--- src/rtl/fpga2ar9331_burst_tx.sv ---
// FPGA->AR9331 parallel burst transmitter: FIFO-sourced words, toggle
// strobe/ack handshake, per-word ack timeout and explicit bus enable.
module fpga2ar9331_burst_tx #(
  parameter int DATA_W   = 8,
  parameter int LEN_W    = 8,
  parameter int SYNC_STG = 2,
  parameter int GUARD    = 2,
  parameter int TIMEOUT  = 4096
) (
  input  logic              clk_i,
  input  logic              rst_i,
  input  logic              start_i,
  input  logic [LEN_W-1:0]  len_i,
  input  logic              fifo_empty_i,
  output logic              fifo_rd_o,
  input  logic [DATA_W-1:0] fifo_data_i,
  input  logic              ack_i,
  output logic              strb_o,
  output logic [DATA_W-1:0] data_out_o,
  output logic              data_oe_o,
  output logic              busy_o,
  output logic              done_o,
  output logic              timeout_err_o
);

  localparam int TMO_W = (TIMEOUT > 2) ? $clog2(TIMEOUT) : 1;

  typedef enum logic [2:0] {
    S_IDLE, S_FETCH, S_LOAD, S_WAIT, S_GUARD, S_ERR
  } state_e;

  state_e              state_q;
  logic [LEN_W-1:0]    cnt_q;
  logic [LEN_W-1:0]    cnt_d;
  logic [TMO_W-1:0]    tmo_q;
  logic [TMO_W-1:0]    tmo_d;
  logic [3:0]          gcnt_q;
  logic [SYNC_STG-1:0] sync_q;
  logic                ack_prev_q;
  logic                strb_q;
  logic [DATA_W-1:0]   data_q;
  logic                oe_q;
  logic                busy_q;
  logic                done_q;
  logic                err_q;

  logic ack_s;
  logic ack_evt;
  logic tmo_hit;
  logic g_last;

  assign ack_s   = sync_q[SYNC_STG-1];
  assign ack_evt = ack_s ^ ack_prev_q;
  assign cnt_d   = cnt_q - 1'b1;
  assign tmo_d   = tmo_q + 1'b1;
  assign tmo_hit = (TIMEOUT != 0) && (tmo_q == TMO_W'(TIMEOUT - 1));
  assign g_last  = (gcnt_q == 4'(GUARD - 1));

  // Pop is combinational so the word is ready for capture in LOAD
  assign fifo_rd_o = (state_q == S_FETCH) && !fifo_empty_i;

  always_ff @(posedge clk_i) begin
    if (rst_i) begin
      state_q    <= S_IDLE;
      cnt_q      <= '0;
      tmo_q      <= '0;
      gcnt_q     <= '0;
      sync_q     <= '0;
      ack_prev_q <= 1'b0;
      strb_q     <= 1'b0;
      data_q     <= '0;
      oe_q       <= 1'b0;
      busy_q     <= 1'b0;
      done_q     <= 1'b0;
      err_q      <= 1'b0;
    end else begin
      sync_q <= {sync_q[SYNC_STG-2:0], ack_i};
      done_q <= 1'b0;
      err_q  <= 1'b0;
      unique case (state_q)
        S_IDLE: begin
          if (start_i && (len_i != '0)) begin
            cnt_q      <= len_i;
            oe_q       <= 1'b1;
            strb_q     <= 1'b0;
            busy_q     <= 1'b1;
            ack_prev_q <= ack_s;
            state_q    <= S_FETCH;
          end
        end
        S_FETCH: begin
          if (!fifo_empty_i) state_q <= S_LOAD;
        end
        S_LOAD: begin
          data_q  <= fifo_data_i;
          strb_q  <= ~strb_q;
          cnt_q   <= cnt_d;
          tmo_q   <= '0;
          state_q <= S_WAIT;
        end
        S_WAIT: begin
          if (ack_evt) begin
            ack_prev_q <= ack_s;
            if (cnt_q != '0) begin
              state_q <= S_FETCH;
            end else if (GUARD == 0) begin
              oe_q    <= 1'b0;
              strb_q  <= 1'b0;
              busy_q  <= 1'b0;
              done_q  <= 1'b1;
              state_q <= S_IDLE;
            end else begin
              oe_q    <= 1'b0;
              strb_q  <= 1'b0;
              gcnt_q  <= '0;
              state_q <= S_GUARD;
            end
          end else if (tmo_hit) begin
            oe_q    <= 1'b0;
            strb_q  <= 1'b0;
            err_q   <= 1'b1;
            state_q <= S_ERR;
          end else begin
            tmo_q <= tmo_d;
          end
        end
        S_GUARD: begin
          if (g_last) begin
            done_q  <= 1'b1;
            busy_q  <= 1'b0;
            state_q <= S_IDLE;
          end else begin
            gcnt_q <= gcnt_q + 1'b1;
          end
        end
        S_ERR: begin
          busy_q  <= 1'b0;
          state_q <= S_IDLE;
        end
        default: state_q <= S_IDLE;
      endcase
    end
  end

  assign strb_o        = strb_q;
  assign data_out_o    = data_q;
  assign data_oe_o     = oe_q;
  assign busy_o        = busy_q;
  assign done_o        = done_q;
  assign timeout_err_o = err_q;

endmodule

--- config.mk ---
export PLATFORM = sky130hd
export DESIGN_NAME = fpga2ar9331_burst_tx
export DESIGN_NICKNAME = d
export VERILOG_FILES = /design/src/rtl/fpga2ar9331_burst_tx.sv
export SDC_FILE = /design/constraint.sdc
export NUM_CORES = 1
export LEC_CHECK = 0
export CORE_ASPECT_RATIO = 0.9
export CORE_MARGIN = 1.5
export CORE_UTILIZATION = 25
export CTS_CLUSTER_DIAMETER = 50
export DETAILED_ROUTE_END_ITERATION = 16
export GPL_ROUTABILITY_DRIVEN = 0
export HOLD_SLACK_MARGIN = 0.02
export SLEW_MARGIN = 20
export SYNTH_ARGS = -nofsm -noshare
export SYNTH_HDL_FRONTEND = slang
export SYNTH_SLANG_ARGS = --single-unit
--- constraint.sdc ---
create_clock -name clk_i -period 3.82 [get_ports clk_i]
set_clock_uncertainty 0.2 [all_clocks]
set_input_delay 1.146 -clock clk_i [delete_from_list [all_inputs] [get_ports clk_i]]
set_output_delay 1.146 -clock clk_i [all_outputs]
set_load 0.03 [all_outputs]
==> summary.txt <==
Clock network
  – Clk sinks: 43
  – CTS Buf Count: 5
  – # resized after CTS: 0
  – Worst-path clk slew: about 0.09 ns
  – Root buf cell: clkbuf_8
  – Hold_buf cts: 0
  – Maximum root-to-sink buffer count: 2
  – # H-tree levels: 2
  – CTS tree: built
  – Setup Fix Bufs, Post-CTS: 0
  – Clk Latency, worst-skew pair: 0.30 ns

Final layout
  – Final instance area: ~2800 µm²
  – Diode count: 0
  – Commonest non-fill, non-tap cell in the layout: dfxtp_1
  – NumNets Final: just over 300
  – Share of cells above drive strength 1: 0.08511
  – Most frequent cells in the layout: 43 x dfxtp_1, 36 x nand2_1, 33 x clkdlybuf4s50_1
  – Multi-input logic area: 1226 µm²
  – Fillers: 895
  – Util after Layout: 0.3226
  – Sequential cell area: 860.8 µm²
  – Area Overhead vs Synth: 25.87%

Job
  – Max-cap viol count: 0

Timing
  – Slew headroom: 0.5643
  – Post-route clock period utilization: 0.8923
  – Max-slew violation count: 0
  – Setup violators final: 0
  – Least-Margin Pin Slew: around 0.65 ns
  – Setup TNS: 0 ns
  – Final min period: 3.409 ns
  – Fmax: about 290 MHz
  – Hold Fails Final Rpt: 0
  – RSZ-0062 raised after global routing: no

Floorplanning
  – Ports: 35
  – Die Y: approximately 92 µm
  – Initial Utilization: 0.2563
  – Core ar.: around 8500 µm²
  – Full die area: 9315 µm²
  – DIE WIDTH: ~100 µm
  – # rows: 32

Detailed routing
  – Residual DRC: 0
  – WL per Instance: around 13 µm
  – Routed Antenna Nets: 0
  – Vias: slightly above 2k
  – Total Routed Length: between 5000 and 6000 µm
  – Total iterations of the first detailed-routing run: 4
  – Via/cell ratio: between 5 and 6
  – DRT iter0 DRCs: ~130

Power and ir drop
  – Peak VDD IR: 201.7 µV
  – PD cells: 394.5 nW/µm²
  – Leak: 0.0009050 µW

Logic synthesis
  – Yosys reg bits: between 40 and 50
  – Post-synth top flop: dfxtp_1
  – Synth async-reset ratio: 0
  – Synth Area in Compound Gates: 0.2427
  – Post-synthesis simple-gate area fraction: 0.2725
  – Register area share after synthesis: 0.3938
  – Post-Syn Area: roughly 2200 µm²
  – XOR/XNOR Fraction of Synth Area: 0.008014
  – Synth unique cells: 58
  – Mapped Nets: 277
  – Cell count after synthesis: 251
  – Syn Area/Cell: 8.709 µm²
  – Post-synth EDFFs: 0
  – Ys Warns: 0
  – Mux share of post-synthesis cell area: 0.009159
  – Combinational family with the most area after synthesis: simple AND/OR/NAND/NOR gates
  – Post-synthesis adder-cell area fraction: 0.02862

Worst setup path
  – CP arrival: between 2 and 2.5 ns
  – Buf/Inv on CP: 2
  – Category of the most critical setup path: primary input to primary output
  – Reg2Reg Setup Slack: about 1.4 ns
  – Top fanout value on the critical path: 2
  – CP top delay family: buffers and inverters
  – Slowest stage delay, CP: roughly 0.40 ns
  – Startpoint types: primary input
  – CP endpoint kind: primary output
  – CP max-delay cell: clkdlybuf4s50_1
  – Critical Path RT: around 2.5 ns
  – CP Cell Sequence: clkdlybuf4s50_1, nor2_1, nand2_1, nor2_1, buf_4
  – Most common cell on crit path: nor2_1

Outcome
  – Outcome: finished clean

GRT
  – Vias in the first global route: about 1.9k
  – GRT Util Overall: 0.1180
  – Pin count of the biggest net entering global routing: 23
  – Grt ovf: 0
  – First-pass GRT wire length: between 8000 and 9000 µm
  – Antenna violations before repair: 0

Min path
  – Worst min-delay path class: flip-flop to flip-flop

Placement
  – IO buf count: 34
  – DP Wirelength: approximately 3700 µm
  – DP Area: 2615 µm²
[layout make-up]
type                       instances  area share
multi-input combinational        188      0.4457
clock buffer                       5     0.02501
sequential                        43      0.3129
clock inverter                     3     0.02456
timing repair buffer              36      0.1282
inverter                           7    0.009550
tap                              119     0.05412
[power by group]
part	internal (µW)	switching, µW
Clock	261	170
Sequential	468	24.6
Combinational	73.2	88.6
[registers in the layout, indices dropped and copies added (netlist names), 2 cells and up]
name,count
gcnt_q,4
tmo_q,12
data_out_o,8
sync_q,2
cnt_q,8
state_q,3
[worst paths after layout]
check / start / to / cells after the start
setup / recovery: fifo_empty_i / fifo_rd_o / 5
setup reg to reg: state_q[0] / tmo_q[11] / 4
hold reg to reg: sync_q[0] / sync_q[1] / 1
hold / removal: sync_q[0] / sync_q[1] / 1
[synth_stat cells (4+ instances only)]
master | count | share of area
a21oi_1 | 26 | 0.060
or4_1 | 6 | 0.021
o31ai_1 | 4 | 0.014
nand3_1 | 19 | 0.044
ha_1 | 5 | 0.029
nor2b_1 | 6 | 0.017
nand2_1 | 36 | 0.062
o21ai_0 | 5 | 0.011
nor2_1 | 9 | 0.015
or3_1 | 4 | 0.011
clkbuf_1 | 8 | 0.014
dfxtp_1 | 43 | 0.39
inv_1 | 7 | 0.012
nor4_1 | 5 | 0.014
a31oi_1 | 7 | 0.020
[metrics by stage]
stage | std cells | hold slack [ns] | setup slack (ns) | power (µW)
after floorplan | 251 | 0.2138 | 0.7445 | 605.0
after global placement | 393 | 0.2219 | 0.4554 | 663.3
after detailed placement | 393 | 0.2381 | 0.4155 | 664.5
after CTS | 401 | 0.2581 | 0.4060 | 1096
after global routing | 401 | 0.2755 | 0.3583 | 1131
final | 401 | 0.2517 | 0.4115 | 1085
[logic make-up (layout without fill, tap and decap cells)]
kind of cell               count (synthesis)  in the layout
AOI/OAI and AO/OA                         73             73
xor gates and xnor gates                   2              2
adders and majority gates                  5              5
buffers and inverters                     20             51
DFF                                       43             43
muxes                                      2              2
and+or+nand+nor                          106            106
[layer usage]
metal | share of wire | global-route usage | vias up | wire [µm]
li1 | - | - | 997 | -
met1 | 0.49 | 0.1571 | 959 | 2567
met2 | 0.44 | 0.1811 | 56 | 2310
met3 | 0.065 | 0.03277 | 4 | 341
met4 | 0.0091 | 0.04282 | 0 | 48
met5 | 0 | 0 | - | 0
Note: power is estimated with default switching activity, not from simulation.
